`config.mk`:
```
export PLATFORM = sky130hd
export DESIGN_NAME = fpu_div_issuer
export DESIGN_NICKNAME = d
export VERILOG_FILES = /design/src/rtl/fpu_div_issuer.sv
export SDC_FILE = /design/constraint.sdc
export NUM_CORES = 1
export LEC_CHECK = 0
export ABC_CLOCK_PERIOD_IN_PS = 1560
export CAP_MARGIN = 15
export CELL_PAD_IN_SITES_DETAIL_PLACEMENT = 1
export CELL_PAD_IN_SITES_GLOBAL_PLACEMENT = 1
export CORE_AREA = 2 2 97 99
export DETAILED_ROUTE_END_ITERATION = 8
export DIE_AREA = 0 0 99 101
export PLACE_DENSITY_LB_ADDON = 0.1
export SYNTH_ARGS = -nofsm -noshare
export SYNTH_HDL_FRONTEND = slang
export SYNTH_SLANG_ARGS = --single-unit
```
`constraint.sdc`:
```
create_clock -name clock -period 1.56 [get_ports clock]
set_input_delay 0.312 -clock clock [delete_from_list [all_inputs] [get_ports clock]]
set_output_delay 0.312 -clock clock [all_outputs]
set_load 0.05 [all_outputs]
```
`src/rtl/fpu_div_issuer.sv`:
```
// Start/done handshake issuer for the FP divide unit (request/response channels).
// Define FPU_DIV_ISSUER_TIMEOUT_EN to abort a stuck WAIT after TIMEOUT_CYCLES.
module fpu_div_issuer #(
  parameter int WIDTH          = 16,
  parameter int FLAGW          = 5,
  parameter int TIMEOUT_CYCLES = 64
) (
  input  logic             clock,
  input  logic             reset_n,
  input  logic             req_valid,
  output logic             req_ready,
  input  logic [WIDTH-1:0] req_a,
  input  logic [WIDTH-1:0] req_b,
  output logic             rsp_valid,
  input  logic             rsp_ready,
  output logic [WIDTH-1:0] rsp_result,
  output logic [3:0]       rsp_cond,
  output logic [FLAGW-1:0] rsp_flags,
  output logic             rsp_timeout,
  output logic [WIDTH-1:0] div_in1,
  output logic [WIDTH-1:0] div_in2,
  output logic             div_start,
  output logic             div_reset,
  input  logic             div_done,
  input  logic [WIDTH-1:0] div_out,
  input  logic [3:0]       div_cond,
  input  logic [FLAGW-1:0] div_flags
);

  typedef enum logic [2:0] {
    IDLE   = 3'd0,
    CLEAR  = 3'd1,
    LAUNCH = 3'd2,
    WAIT   = 3'd3,
    RSP    = 3'd4
  } state_t;

  state_t           state_q, state_d;
  logic [WIDTH-1:0] in1_q, in1_d;
  logic [WIDTH-1:0] in2_q, in2_d;
  logic [WIDTH-1:0] res_q, res_d;
  logic [3:0]       cond_q, cond_d;
  logic [FLAGW-1:0] flags_q, flags_d;
  logic             tmo_hit;

`ifdef FPU_DIV_ISSUER_TIMEOUT_EN
  localparam int CW = $clog2(TIMEOUT_CYCLES + 1);

  logic [CW-1:0] cnt_q, cnt_d;
  logic          tmo_q, tmo_d;

  // Last WAIT cycle is the one in which the count reaches TIMEOUT_CYCLES.
  assign tmo_hit = (state_q == WAIT) && !div_done &&
                   (cnt_q == CW'(TIMEOUT_CYCLES - 1));

  always_comb begin
    cnt_d = cnt_q;
    tmo_d = tmo_q;
    if (state_q == LAUNCH) begin
      cnt_d = '0;
    end else if (state_q == WAIT) begin
      cnt_d = cnt_q + CW'(1);
      if (div_done) begin
        tmo_d = 1'b0;
      end else if (tmo_hit) begin
        tmo_d = 1'b1;
      end
    end
  end

  always_ff @(posedge clock or negedge reset_n) begin
    if (!reset_n) begin
      cnt_q <= '0;
      tmo_q <= 1'b0;
    end else begin
      cnt_q <= cnt_d;
      tmo_q <= tmo_d;
    end
  end

  assign rsp_timeout = tmo_q;
`else
  logic unused_tmo_cfg;

  assign unused_tmo_cfg = (TIMEOUT_CYCLES < 2);
  assign tmo_hit        = 1'b0;
  assign rsp_timeout    = 1'b0;
`endif

  always_comb begin
    state_d = state_q;
    in1_d   = in1_q;
    in2_d   = in2_q;
    res_d   = res_q;
    cond_d  = cond_q;
    flags_d = flags_q;
    case (state_q)
      IDLE: begin
        if (req_valid) begin
          in1_d   = req_a;
          in2_d   = req_b;
          state_d = CLEAR;
        end
      end
      CLEAR:  state_d = LAUNCH;
      LAUNCH: state_d = WAIT;
      WAIT: begin
        if (div_done) begin
          res_d   = div_out;
          cond_d  = div_cond;
          flags_d = div_flags;
          state_d = RSP;
        end else if (tmo_hit) begin
          res_d   = '0;
          cond_d  = '0;
          flags_d = '0;
          state_d = RSP;
        end
      end
      RSP: begin
        if (rsp_ready) begin
          state_d = IDLE;
        end
      end
      default: state_d = IDLE;
    endcase
  end

  always_ff @(posedge clock or negedge reset_n) begin
    if (!reset_n) begin
      state_q <= IDLE;
      in1_q   <= '0;
      in2_q   <= '0;
      res_q   <= '0;
      cond_q  <= '0;
      flags_q <= '0;
    end else begin
      state_q <= state_d;
      in1_q   <= in1_d;
      in2_q   <= in2_d;
      res_q   <= res_d;
      cond_q  <= cond_d;
      flags_q <= flags_d;
    end
  end

  // The unit is held in reset whenever the issuer itself is.
  assign div_reset  = ~reset_n | (state_q == CLEAR);
  assign div_start  = (state_q == LAUNCH);
  assign req_ready  = (state_q == IDLE);
  assign rsp_valid  = (state_q == RSP);
  assign div_in1    = in1_q;
  assign div_in2    = in2_q;
  assign rsp_result = res_q;
  assign rsp_cond   = cond_q;
  assign rsp_flags  = flags_q;

endmodule

```
==> run_results.csv <==
group,metric,value,unit
run_status,status,"finished, violations left",
run_status,violations,"setup timing",
sta,maxSlewHeadroom,0.481,
setup_path,cpLargestDelayFamily,"flip-flops",
synthesis,synth-main-ff-cell,"dfrtp_1",
clocking,clockBufferDepth,2,
synthesis,synth_cell_types,18,
sta,rsz0062_at_grt,"yes",
synthesis,ys_warn_count,0,
finish,postLayoutCoreUtil,0.469,
hold_path,hold_class,"input pin to asynchronous set/reset pin",
synthesis,synthCells,141,
sta,finalMaxSlewViolations,0,
setup_path,rr_endpoint,"div_in1[12]$_DFFE_PN0P_",
synthesis,synthTopCellsByCount,"60 x dfrtp_1, 54 x mux2_2, 5 x buf_6",
placement,gp_congestion,0.726,
pwr,vdd_ir_drop_max,1.01,mV
detailed_routing,wl_per_cell,16.4,um
synthesis,synth_area_leaders,"dfrtp_1 64%, mux2_2 26%, buf_6 2.4%, mux2_1 1.4%, nand4b_4 1.0%",
floorplanning,coreArea,0.00898,mm^2
clocking,clock_latency,0.34,ns
placement,place_area,0.00371,mm^2
sta,hold_viol,0,
synthesis,synth_edf_count,0,
sta,period_minus_slack,1.61,ns
clocking,cts_buffers,9,
floorplanning,die-area,0.0100,mm^2
setup_path,cp.arrival,1.30,ns
sta,finalClockSkew,0.00695,ns
placement,portBuffers,122,
setup_path,path_max_fanout,5,
sta,worstMarginPinSlew,0.778,ns
finish,drive_gt1_frac,0.547,
global_routing,antenna_found_initial,0,
setup_path,start_kind,"flip-flop",
synthesis,yosysTopAreaCell,"dfrtp_1",
sta,holdWs,0.164,ns
synthesis,synth_top_family_by_area,"multiplexers",
clocking,cts-root-buf,"clkbuf_8",
detailed_routing,drt_iter0_drc,24,
synthesis,synth_xor_area_frac,0,
detailed_routing,antenna_left,0,
detailed_routing,num_vias,1746,
synthesis,post-synth-top-count-cell,"dfrtp_1",
clocking,clk_pin_slew_worst_paths,0.07,ns
finish,nets,346,
clocking,htree_levels,3,
setup_path,cp_cell_sequence,"buf_6 > nor3b_4 > buf_12",
pwr,power_density,2680,mW/mm^2
finish,fill_cells,938,
placement,dpl.hpwl,4.29,mm
synthesis,netlist_area,0.00235,mm^2
pwr,p_leak,1.90,nW
global_routing,grt_pass1_vias,1868,
sta,setup_ws,-0.0544,ns
detailed_routing,drc_errors,0,
setup_path,reg2reg_from,"state_q[0]$_DFFE_PN0P_",
sta,fin_crit_sh,1.03,
finish,syn2layout_area_growth,79.2,%
setup_path,setup.worst_path.class,"flip-flop to output port",
sta,setup_viol,4,
clocking,cts_hold_buf,0,
pwr,pwr-share-clk,0.137,
synthesis,yosysTopAreaCellShare,0.639,
finish,final_area,0.00421,mm^2
setup_path,slowest_delay,0.45,ns
detailed_routing,vias_per_cell,4.37,
synthesis,synth_async_sr_flop_share,1.00,
clocking,tritoncts,"done",
floorplanning,chipWidth,99,um
setup_path,cp_num_buf_inv,2,
synthesis,synth-simple-area-share,0.0330,
setup_path,reg2reg_depth,5,
floorplanning,rows,35,
pwr,comb_power_share,0.610,
flow_run,drv_cap,0,
global_routing,grt_pass1_wl,9.68,mm
detailed_routing,drt_first_pass_iters,4,
synthesis,syn_nets,203,
global_routing,grt_overflow,0,
synthesis,synth_area_per_cell,16.7,um^2
setup_path,rrSetupSlack,0,ns
synthesis,synth_compound_area_frac,0.0170,
sta,fmax,619,MHz
global_routing,gr-usage-all-layers,0.127,
floorplanning,io_pins,124,
pwr,swShare,0.450,
setup_path,endpoint,"div_start",
synthesis,synth-adder-area-share,0,
global_routing,grt_max_degree,61,
setup_path,critPathCaptureType,"output port",
setup_path,required,1.25,ns
detailed_routing,totalWireLength,6.56,mm
setup_path,cp.depth,3,
synthesis,synth-seq-cells,60,
placement,dp_slack,-0.249,ns
floorplanning,die_h,101,um
floorplanning,start_util,0.262,
clocking,cts.sinks,60,
finish,antenna_cells,0,
setup_path,crit_start,"state_q[2]$_DFFE_PN0P_",
synthesis,ys_seq_area_frac,0.639,
pwr,seqPwrFrac,0.253,
setup_path,crit_slowest_cell,"dfrtp_2",
pwr,p_switching,5.08,mW
synthesis,synthMuxAreaShare,0.273,
pwr,internal_power,6.20,mW
## per-stage QoR
stage / power (mW) / setup TNS [ns] / std cells
floorplan: 6.85 / -0.798 / 141
finish: 11.3 / -0.0843 / 400
detailed placement: 9.13 / -8.14 / 374
global route: 11.8 / -0.786 / 400
global placement: 9.04 / -7.10 / 374
CTS: 10.9 / -0.461 / 393
## metal layers
layer  global-route usage  vias to the layer above  share of wire
met3               0.0534                       11          0.085
met1                0.156                      871           0.42
met4               0.0569                        0          0.018
met5                    0                        -              0
met2                0.194                       78           0.48
li1                     -                      786              -
## layout make-up
class	instances	area [um^2]	share of cell area
sequential	60	1500	0.357
inverter	1	3.75	0.000891
clock inverter	4	72.6	0.0172
tap	111	139	0.0330
multi-input combinational	71	910	0.216
timing repair buffer	141	1440	0.342
clock buffer	12	145	0.0345
## worst min path at each step
stage	startpoint	endpoint	slack [ns]	cells past startpoint
2_1_floorplan	reset_n	div_in1[0]$_DFFE_PN0P_	0.02	0
3_3_place_gp	div_in1[5]$_DFFE_PN0P_	div_in1[5]$_DFFE_PN0P_	0.48	1
3_5_place_dp	rsp_result[3]$_DFFE_PN0P_	rsp_result[3]$_DFFE_PN0P_	0.49	1
4_1_cts	reset_n	div_in1[2]$_DFFE_PN0P_	0.19	2
5_1_grt	reset_n	div_in1[2]$_DFFE_PN0P_	0.24	2
6_report	reset_n	div_in1[2]$_DFFE_PN0P_	0.16	2
## layout by cell type (no fill, tap or decap)
master,n
a21oi_1,1
a31oi_1,1
buf_12,14
buf_2,1
buf_4,58
buf_6,6
bufinv_16,2
clkbuf_1,2
clkbuf_16,2
clkbuf_8,10
clkdlybuf4s50_1,60
clkinv_2,1
clkinvlp_4,1
conb_1,1
dfrtp_1,59
dfrtp_2,1
inv_1,1
mux2_1,1
mux2_2,27
mux2_4,29
nand2b_1,2
nand4b_4,1
nor3_4,2
nor3b_4,1
nor4b_4,1
o21ai_2,1
o21bai_1,2
o41ai_1,1
## worst register-to-register path, delay by kind of cell, from the launching register on
kind	cells	cell delay [ns]
simple gates	1	0.25
mux	1	0.30
flops	1	0.40
buf+inv	3	0.49
## kinds of logic (layout without fill, tap and decap cells)
kind of cell | after synthesis | in the layout
other | 1 | 1
buffers and inverters | 10 | 158
muxes | 57 | 57
AOI/OAI and AO/OA | 6 | 6
and+or+nand+nor | 7 | 7
DFF | 60 | 60
## power groups by stage
stage	registers [mW]	logic, mW	clock network (mW)
4_1_cts	2.84	6.45	1.61
5_1_grt	2.97	7.16	1.68
3_3_place_gp	2.85	6.20	0
2_1_floorplan	5.42	1.43	0
6_report	2.85	6.88	1.55
3_5_place_dp	2.87	6.25	0
## state kept, by name (all words and copies together), names as in the netlist
name / count
div_in1: 16
rsp_flags: 5
rsp_result: 16
div_in2: 16
state_q: 3
rsp_cond: 4
## repair_timing
item	4_1_cts	5_1_grt
hold endpoints to repair	0	0
endpoints found under the setup margin	4	36
buffers inserted	3	4
cloned	0	3
pin swaps	4	1
resized for setup	11	33
(Power assumes the default switching activity.)
